### src/rtl/tsxb_ps_loader.sv
// rtl/tsxb_ps_loader.sv - buffered passive-serial FPGA configuration loader on ZX-BUS
module tsxb_ps_loader #(
  parameter logic [7:0] PORT_LO = 8'hAF,
  parameter logic [7:0] CTRL_HI = 8'hF0,
  parameter int         FIFO_AW = 4,
  parameter int         CLK_DIV = 1
) (
  input  logic        CLK50,
  input  logic        RST,
  input  logic [15:0] ZA,
  input  logic [7:0]  ZD_I,
  output logic [7:0]  ZD_O,
  output logic        ZD_OE,
  input  logic        ZRD_N,
  input  logic        ZWR_N,
  input  logic        ZIORQ_N,
  input  logic        NSTATUS,
  input  logic        CONF_DONE,
  input  logic        NCONFIG_I,
  output logic        NCONFIG_DRV,
  output logic        MSEL0_DRV,
  output logic        DCLK,
  output logic        DATA0,
  output logic        PS_OE
);

  localparam int         DEPTH    = 1 << FIFO_AW;
  localparam logic [7:0] DIV_LAST = 8'(CLK_DIV - 1);

  typedef enum logic [1:0] {S_IDLE = 2'b00, S_LO = 2'b01, S_HI = 2'b10} state_t;

  logic hit, ctrl_sel, data_sel;
  logic [2:0] cw_sync, dw_sync, ncfg_sync, nst_sync;
  logic [1:0] cd_sync;
  logic cw_pulse, dw_pulse;
  logic nst_s, cd_s, nst_fall, ncfg_rise;
  logic nconfig_r, msel0_r, ps_lat, ps_mode;
  logic ovf, err;
  logic flush_req, clr_req, nst_abort, fifo_flush, abort, busy;
  logic [7:0] mem [DEPTH];
  logic [FIFO_AW-1:0] wr_ptr, rd_ptr;
  logic [FIFO_AW:0] count;
  logic full, empty, push, pop;
  logic [7:0] fifo_head;
  state_t state, state_n;
  logic [7:0] div_cnt;
  logic [2:0] bit_cnt;
  logic [7:0] sh;
  logic div_done, dclk_c;

  assign hit      = !ZIORQ_N && (ZA[7:0] == PORT_LO);
  assign ctrl_sel = hit && (ZA[15:8] == CTRL_HI);
  assign data_sel = hit && ZA[15] && (ZA[15:8] != CTRL_HI);
  assign ZD_OE    = ctrl_sel && !ZRD_N;

  // Strobes and FPGA status pins are asynchronous; every action keys off a registered edge pulse.
  always_ff @(posedge CLK50 or posedge RST) begin
    if (RST) begin
      cw_sync   <= '0;
      dw_sync   <= '0;
      ncfg_sync <= '0;
      nst_sync  <= '0;
      cd_sync   <= '0;
      cw_pulse  <= 1'b0;
      dw_pulse  <= 1'b0;
    end else begin
      cw_sync   <= {cw_sync[1:0], ctrl_sel && !ZWR_N};
      dw_sync   <= {dw_sync[1:0], data_sel && !ZWR_N};
      ncfg_sync <= {ncfg_sync[1:0], NCONFIG_I};
      nst_sync  <= {nst_sync[1:0], NSTATUS};
      cd_sync   <= {cd_sync[0], CONF_DONE};
      cw_pulse  <= cw_sync[1] && !cw_sync[2];
      dw_pulse  <= dw_sync[1] && !dw_sync[2];
    end
  end

  assign nst_s     = nst_sync[1];
  assign nst_fall  = nst_sync[2] && !nst_sync[1];
  assign cd_s      = cd_sync[1];
  assign ncfg_rise = ncfg_sync[1] && !ncfg_sync[2];

  assign flush_req  = cw_pulse && ZD_I[2];
  assign clr_req    = cw_pulse && ZD_I[3];
  assign busy       = (state != S_IDLE);
  assign nst_abort  = nst_fall && busy;
  assign fifo_flush = flush_req || nst_abort;
  assign abort      = busy && (!ps_mode || flush_req || nst_fall);
  assign ps_mode    = ps_lat && !cd_s;

  always_ff @(posedge CLK50 or posedge RST) begin
    if (RST) begin
      nconfig_r <= 1'b0;
      msel0_r   <= 1'b0;
      ps_lat    <= 1'b0;
      ovf       <= 1'b0;
      err       <= 1'b0;
    end else begin
      if (cw_pulse) begin
        nconfig_r <= ZD_I[0];
        msel0_r   <= ZD_I[1];
      end
      if (ncfg_rise) ps_lat <= msel0_r;
      if (clr_req) begin
        ovf <= 1'b0;
        err <= 1'b0;
      end
      if (dw_pulse && ps_mode && full) ovf <= 1'b1;
      if (nst_abort) err <= 1'b1;
    end
  end

  // count[FIFO_AW] is set only when all DEPTH slots are occupied
  assign full      = count[FIFO_AW];
  assign empty     = (count == '0);
  assign push      = dw_pulse && ps_mode && !full && !fifo_flush;
  assign fifo_head = mem[rd_ptr];

  always_ff @(posedge CLK50) begin
    if (push) mem[wr_ptr] <= ZD_I;
  end

  always_ff @(posedge CLK50 or posedge RST) begin
    if (RST) begin
      wr_ptr <= '0;
      rd_ptr <= '0;
      count  <= '0;
    end else if (fifo_flush) begin
      wr_ptr <= '0;
      rd_ptr <= '0;
      count  <= '0;
    end else begin
      if (push) wr_ptr <= wr_ptr + 1'b1;
      if (pop)  rd_ptr <= rd_ptr + 1'b1;
      case ({push, pop})
        2'b10:   count <= count + 1'b1;
        2'b01:   count <= count - 1'b1;
        default: count <= count;
      endcase
    end
  end

  assign div_done = (div_cnt == DIV_LAST);

  always_ff @(posedge CLK50 or posedge RST) begin
    if (RST) state <= S_IDLE;
    else     state <= state_n;
  end

  always_comb begin
    state_n = state;
    pop     = 1'b0;
    case (state)
      S_IDLE: if (ps_mode && !empty && !fifo_flush) begin
        pop     = 1'b1;
        state_n = S_LO;
      end
      S_LO: begin
        if (abort)         state_n = S_IDLE;
        else if (div_done) state_n = S_HI;
      end
      S_HI: begin
        if (abort) state_n = S_IDLE;
        else if (div_done) begin
          if (bit_cnt != 3'd7) state_n = S_LO;
          else if (!empty) begin
            pop     = 1'b1;
            state_n = S_LO;
          end else state_n = S_IDLE;
        end
      end
      default: state_n = S_IDLE;
    endcase
  end

  always_comb begin
    dclk_c = (state == S_HI);
  end

  // sh only changes on LO entry, so DATA0 = sh[0] moves exactly on the DCLK falling edge.
  always_ff @(posedge CLK50 or posedge RST) begin
    if (RST) begin
      div_cnt <= '0;
      bit_cnt <= '0;
      sh      <= '0;
    end else begin
      if (state == S_IDLE || state_n != state) div_cnt <= '0;
      else                                     div_cnt <= div_cnt + 8'd1;
      if (pop) begin
        sh      <= fifo_head;
        bit_cnt <= '0;
      end else if (state == S_HI && state_n == S_LO) begin
        sh      <= {1'b0, sh[7:1]};
        bit_cnt <= bit_cnt + 3'd1;
      end
    end
  end

  assign ZD_O        = {cd_s, full, empty, err, ovf, 1'b0, ps_mode, nst_s};
  assign DCLK        = dclk_c;
  assign DATA0       = sh[0];
  assign PS_OE       = ps_mode;
  assign NCONFIG_DRV = nconfig_r;
  assign MSEL0_DRV   = msel0_r;

endmodule

### config.mk
export PLATFORM = sky130hd
export DESIGN_NAME = tsxb_ps_loader
export DESIGN_NICKNAME = d
export VERILOG_FILES = /design/src/rtl/tsxb_ps_loader.sv
export SDC_FILE = /design/constraint.sdc
export NUM_CORES = 1
export LEC_CHECK = 0
export ABC_AREA = 1
export CAP_MARGIN = 20
export CELL_PAD_IN_SITES_DETAIL_PLACEMENT = 1
export CELL_PAD_IN_SITES_GLOBAL_PLACEMENT = 1
export CORE_MARGIN = 1
export CORE_UTILIZATION = 48
export DETAILED_ROUTE_END_ITERATION = 8
export HOLD_SLACK_MARGIN = 0.06
export PLACE_DENSITY_LB_ADDON = 0.1
export SLEW_MARGIN = 30
export SYNTH_ARGS = -nofsm -noshare
export SYNTH_HDL_FRONTEND = slang
export SYNTH_SLANG_ARGS = --single-unit
export TNS_END_PERCENT = 30
### constraint.sdc
create_clock -name CLK50 -period 2.75 [get_ports CLK50]
set_input_delay 0.55 -clock CLK50 [delete_from_list [all_inputs] [get_ports CLK50]]
set_output_delay 0.55 -clock CLK50 [all_outputs]
set_load 0.03 [all_outputs]
==> results of run 1 <==
[metrics by stage]
| step | power (mW) | setup slack, ns | instances | utilization, % |
|---|---|---|---|---|
| after global routing | 8.48 | 0.0523 | 965 | 57.5 |
| after CTS | 8.13 | 0.170 | 965 | 57.5 |
| after floorplan | 4.96 | 0.482 | 678 | - |
| after global placement | 5.66 | 0.231 | 933 | 53.8 |
| after detailed placement | 5.76 | 0.203 | 933 | 53.8 |
| final | 8.09 | 0.182 | 965 | 57.5 |
[area by class of cell]
| type | instances | area share [%] |
|---|---|---|
| clock inverter | 5 | 0.344 |
| multi-input combinational | 405 | 23.3 |
| sequential | 183 | 57.4 |
| clock buffer | 27 | 6.01 |
| timing repair buffer | 76 | 7.73 |
| tap | 216 | 2.97 |
| inverter | 53 | 2.24 |
[worst register-to-register path, stage by stage, from the launching register on]
cell and delay, ns:
dfrtp_1 0.40, inv_1 0.09, ha_1 0.16, nand2_1 0.07, nor2_2 0.12, nand2_2 0.11, nor2_1 0.18, nand2_1 0.11
nand2_4 0.09, nand2_4 0.07, nand2_1 0.07, nand2_1 0.05, inv_1 0.05, ha_1 0.14, inv_1 0.07, nand2_2 0.10
nand3_2 0.08, nand2_1 0.06, nand2_1 0.04, nand3_1 0.07, nand2_1 0.05
[per-layer routing]
metal	share of wire (%)	up-vias	wire (um)	GRT usage, %
met5	0	-	0	0
met4	2.1	0	413	9.34
met3	3.9	31	785	4.42
met2	51	115	10200	44.0
met1	43	2720	8530	33.0
li1	-	2503	-	-
[cells by family (layout without fill, tap and decap cells)]
group	after synthesis	after routing
xor+xnor	4	4
buf+inv	90	161
compound gates	139	139
mux	2	2
fa+ha+maj	11	11
other cells	1	1
simple gates	248	248
flops	183	183
[final timing paths]
kind,to,from,depth (start not counted),slack (ns)
min reg2reg,ncfg_sync[1]$_DFF_PP0_,ncfg_sync[0]$_DFF_PP0_,0,0.35
min in group asynchronous,cd_sync[1]$_DFF_PP0_,RST,2,0.53
max in group asynchronous,rd_ptr[0]$_DFFE_PP0P_,RST,3,1.64
min,ncfg_sync[1]$_DFF_PP0_,ncfg_sync[0]$_DFF_PP0_,0,0.35
max reg2reg,count[4]$_DFFE_PP0P_,div_cnt[0]$_DFF_PP0_,20,0.46
max,ZD_O[5],count[1]$_DFFE_PP0P_,4,0.18
[registers in the layout, indices dropped and copies added, names as in the netlist, 4 cells and up]
name     flops
rd_ptr       4
div_cnt      8
mem        128
wr_ptr       4
count        5
sh           8
[power by group through the flow]
stage,clock network [mW],logic [mW],registers [mW]
2_1_floorplan,0,1.67,3.29
3_3_place_gp,0,2.35,3.31
3_5_place_dp,0,2.44,3.32
4_1_cts,2.39,2.48,3.27
5_1_grt,2.47,2.72,3.29
6_report,2.35,2.46,3.27
[cell usage after synthesis, types with 3 or more instances]
master    number
nand2_2        6
a21oi_1       15
nor2_2         4
clkbuf_1      16
ha_1          11
o221ai_1      11
inv_1         38
dfrtp_1       55
nand2_4        3
o21ai_0       74
o21ai_1        9
buf_4          9
nor3_1        14
nand3_1       30
edfxtp_1     128
nor2_1        78
buf_2          9
inv_2         12
nor4_1         3
o22ai_1       18
buf_6          3
nand4_1       13
nand3_2        5
nand2_1       89
[cell usage in the layout, fill, tap and decap left out, types with 3 or more instances in the layout]
cell type / netlist / layout
o22ai_1: 18 / 18
ha_1: 11 / 11
o21ai_1: 9 / 9
clkinv_2: 0 / 3
nor3_1: 14 / 14
dfrtp_1: 55 / 54
inv_1: 38 / 37
nor2_2: 4 / 4
clkbuf_16: 0 / 20
nor2_1: 78 / 78
nand4_1: 13 / 13
nor4_1: 3 / 3
buf_4: 9 / 31
nand2_1: 89 / 89
nand2_4: 3 / 3
edfxtp_1: 128 / 128
nand2_2: 6 / 6
o221ai_1: 11 / 11
a21oi_1: 15 / 15
nand3_2: 5 / 5
o21ai_0: 74 / 74
clkbuf_1: 16 / 5
clkdlybuf4s50_1: 0 / 43
inv_2: 12 / 13
nand3_1: 30 / 30
==> results.md, run 1 <==
- 1st-iter DRT viols: 418
- Final HPWL DP: 13.3 mm
- Worst-path maximum fanout: 4
- Largest net degree at the start of global routing: 67
- Critical path's top delay family: buffers and inverters
- Synth area leaders: edfxtp_1, dfrtp_1, o21ai_0, nand2_1, nor2_1
- Worst-Skew Late Latency: 0.43 ns
- ANT cells: 0
- Syn Inst Count: 678
- I/O pin count: 46
- Post-synth top area share: 49.6%
- Worst slew pin tran: 0.709 ns
- Vias: ~5,400
- H-tree depth: 4
- CORE AREA: around 0.016 sq mm
- Final setup violation count: 0
- Simple-Gate Fraction of Synth Area: between 10% and 20%
- Slew margin rel.: roughly 53%
- Final Slew Violations: 0
- Setup bufs post-CTS: 0
- Clock buffer count from CTS: 17
- Die Y: 129 um
- Critical Path Slowest Stage Cell: clkdlybuf4s50_1
- Final GP Congestion: between 0.7 and 0.8
- Synth Warn #: 0
- CTS tree: yes
- Footprint of the multi-input gates: 0.00212 sq mm
- Main synth FF type: edfxtp_1
- Routed WL: 19.9 mm
- Register area share after synthesis: 67.3%
- Synth-to-layout area growth: 17.4%
- FF+latch count, synth: 183
- Share of cells above drive strength 1: 13.2%
- Clock slew at reported path FFs: 0.06 ns
- Max-cap violations: 0
- Grt ovf: 0
- Layout Nets: 779
- Fin Hold WS: 0.350 ns
- Internal: 5.27 mW
- Setup CP Type: reg2out
- Post-synth EDFFs: 128
- Vias in the first global route: 5,645
- Hold Vio Cnt, Final: 0
- Mapped Area: 0.00775 sq mm
- Critical Path AT: 2.02 ns
- Fin crit period: 2.57 ns
- Final setup TNS: 0 ns
- Complex-gate fraction of the synthesized area: between 10% and 20%
- Critical Path End Type: primary output
- Syn Nets: 721
- FF/Latch Area: 0.00522 sq mm
- Num Clock Sinks: 183
- Clock network fraction of design power: between 20% and 30%
- RSZ-0062 raised after global routing: no
- Die width: 129 um
- Post-Synth XOR/XNOR Area: 0.452%
- Avg Inst Size Synth: 11.4 sq um
- Worst Path Buf+Inv: 2
- Hold Crit Class: reg2reg
- Sw Pwr: 2.82 mW
- Critical path, cell by cell: nor2_1, nand3_1, inv_2, clkdlybuf4s50_1
- Drt pass-1 iters: 5
- Initial antenna violation count: 0
- Ys async rst share: 30.1%
- Critical Path Start Type: register
- First-pass GRT wire length: 31.1 mm
- Period utilisation layout: 93.4%
- Pleak: 3.46 nW
- Sw Ratio: between 30% and 40%
- Worst Clk Skew: 0.00582 ns
- Peak VDD IR: 0.000552 V
- Post-Synth Adder-Cell Area: between 1.5 and 2%
- Initial core utilization: 49.0%
- Num rows: 46
- Cts hold-fix bufs: 0
- GRT Util Overall: 25.7%
- Largest family of logic cells by synthesized area: simple AND/OR/NAND/NOR gates
- Die area: 0.0167 sq mm
- Post-CTS resize count: 0
- Distinct cells, synth: 42
- Longest Clk Path Bufs: 2
- Sequential share of power: 40.4%
- Status: completed
- Area leader, netlist: edfxtp_1
- WL per Instance: 20.7 um
- Critical path's largest stage delay: 0.69 ns
- Filler cells: 1,670
- Final non-filler cell area: 0.00910 sq mm
- Port Buffers: 44
- Post-synthesis mux area share: 0.274%
- Req. time, crit path: 2.20 ns
- DRC errors left: 0
- Peak Freq: 389 MHz
- CTS Root Cell: clkbuf_16
- Gate power share: 30.5%
- Power per Cell Area: slightly below 900 mW/mm^2
- Area after DPL: 0.00852 sq mm
- Final ANT Viol Nets: 0
- Vias per inst: 5.56
Note: power is estimated with default switching activity, not from simulation.
==> run 2, diff against run 1 <==
Settings changed: SKIP_LAST_GASP from default to 1.
==> results of run 2 <==
Same layout as run 1: the final DEF is identical, and so are final timing and power.
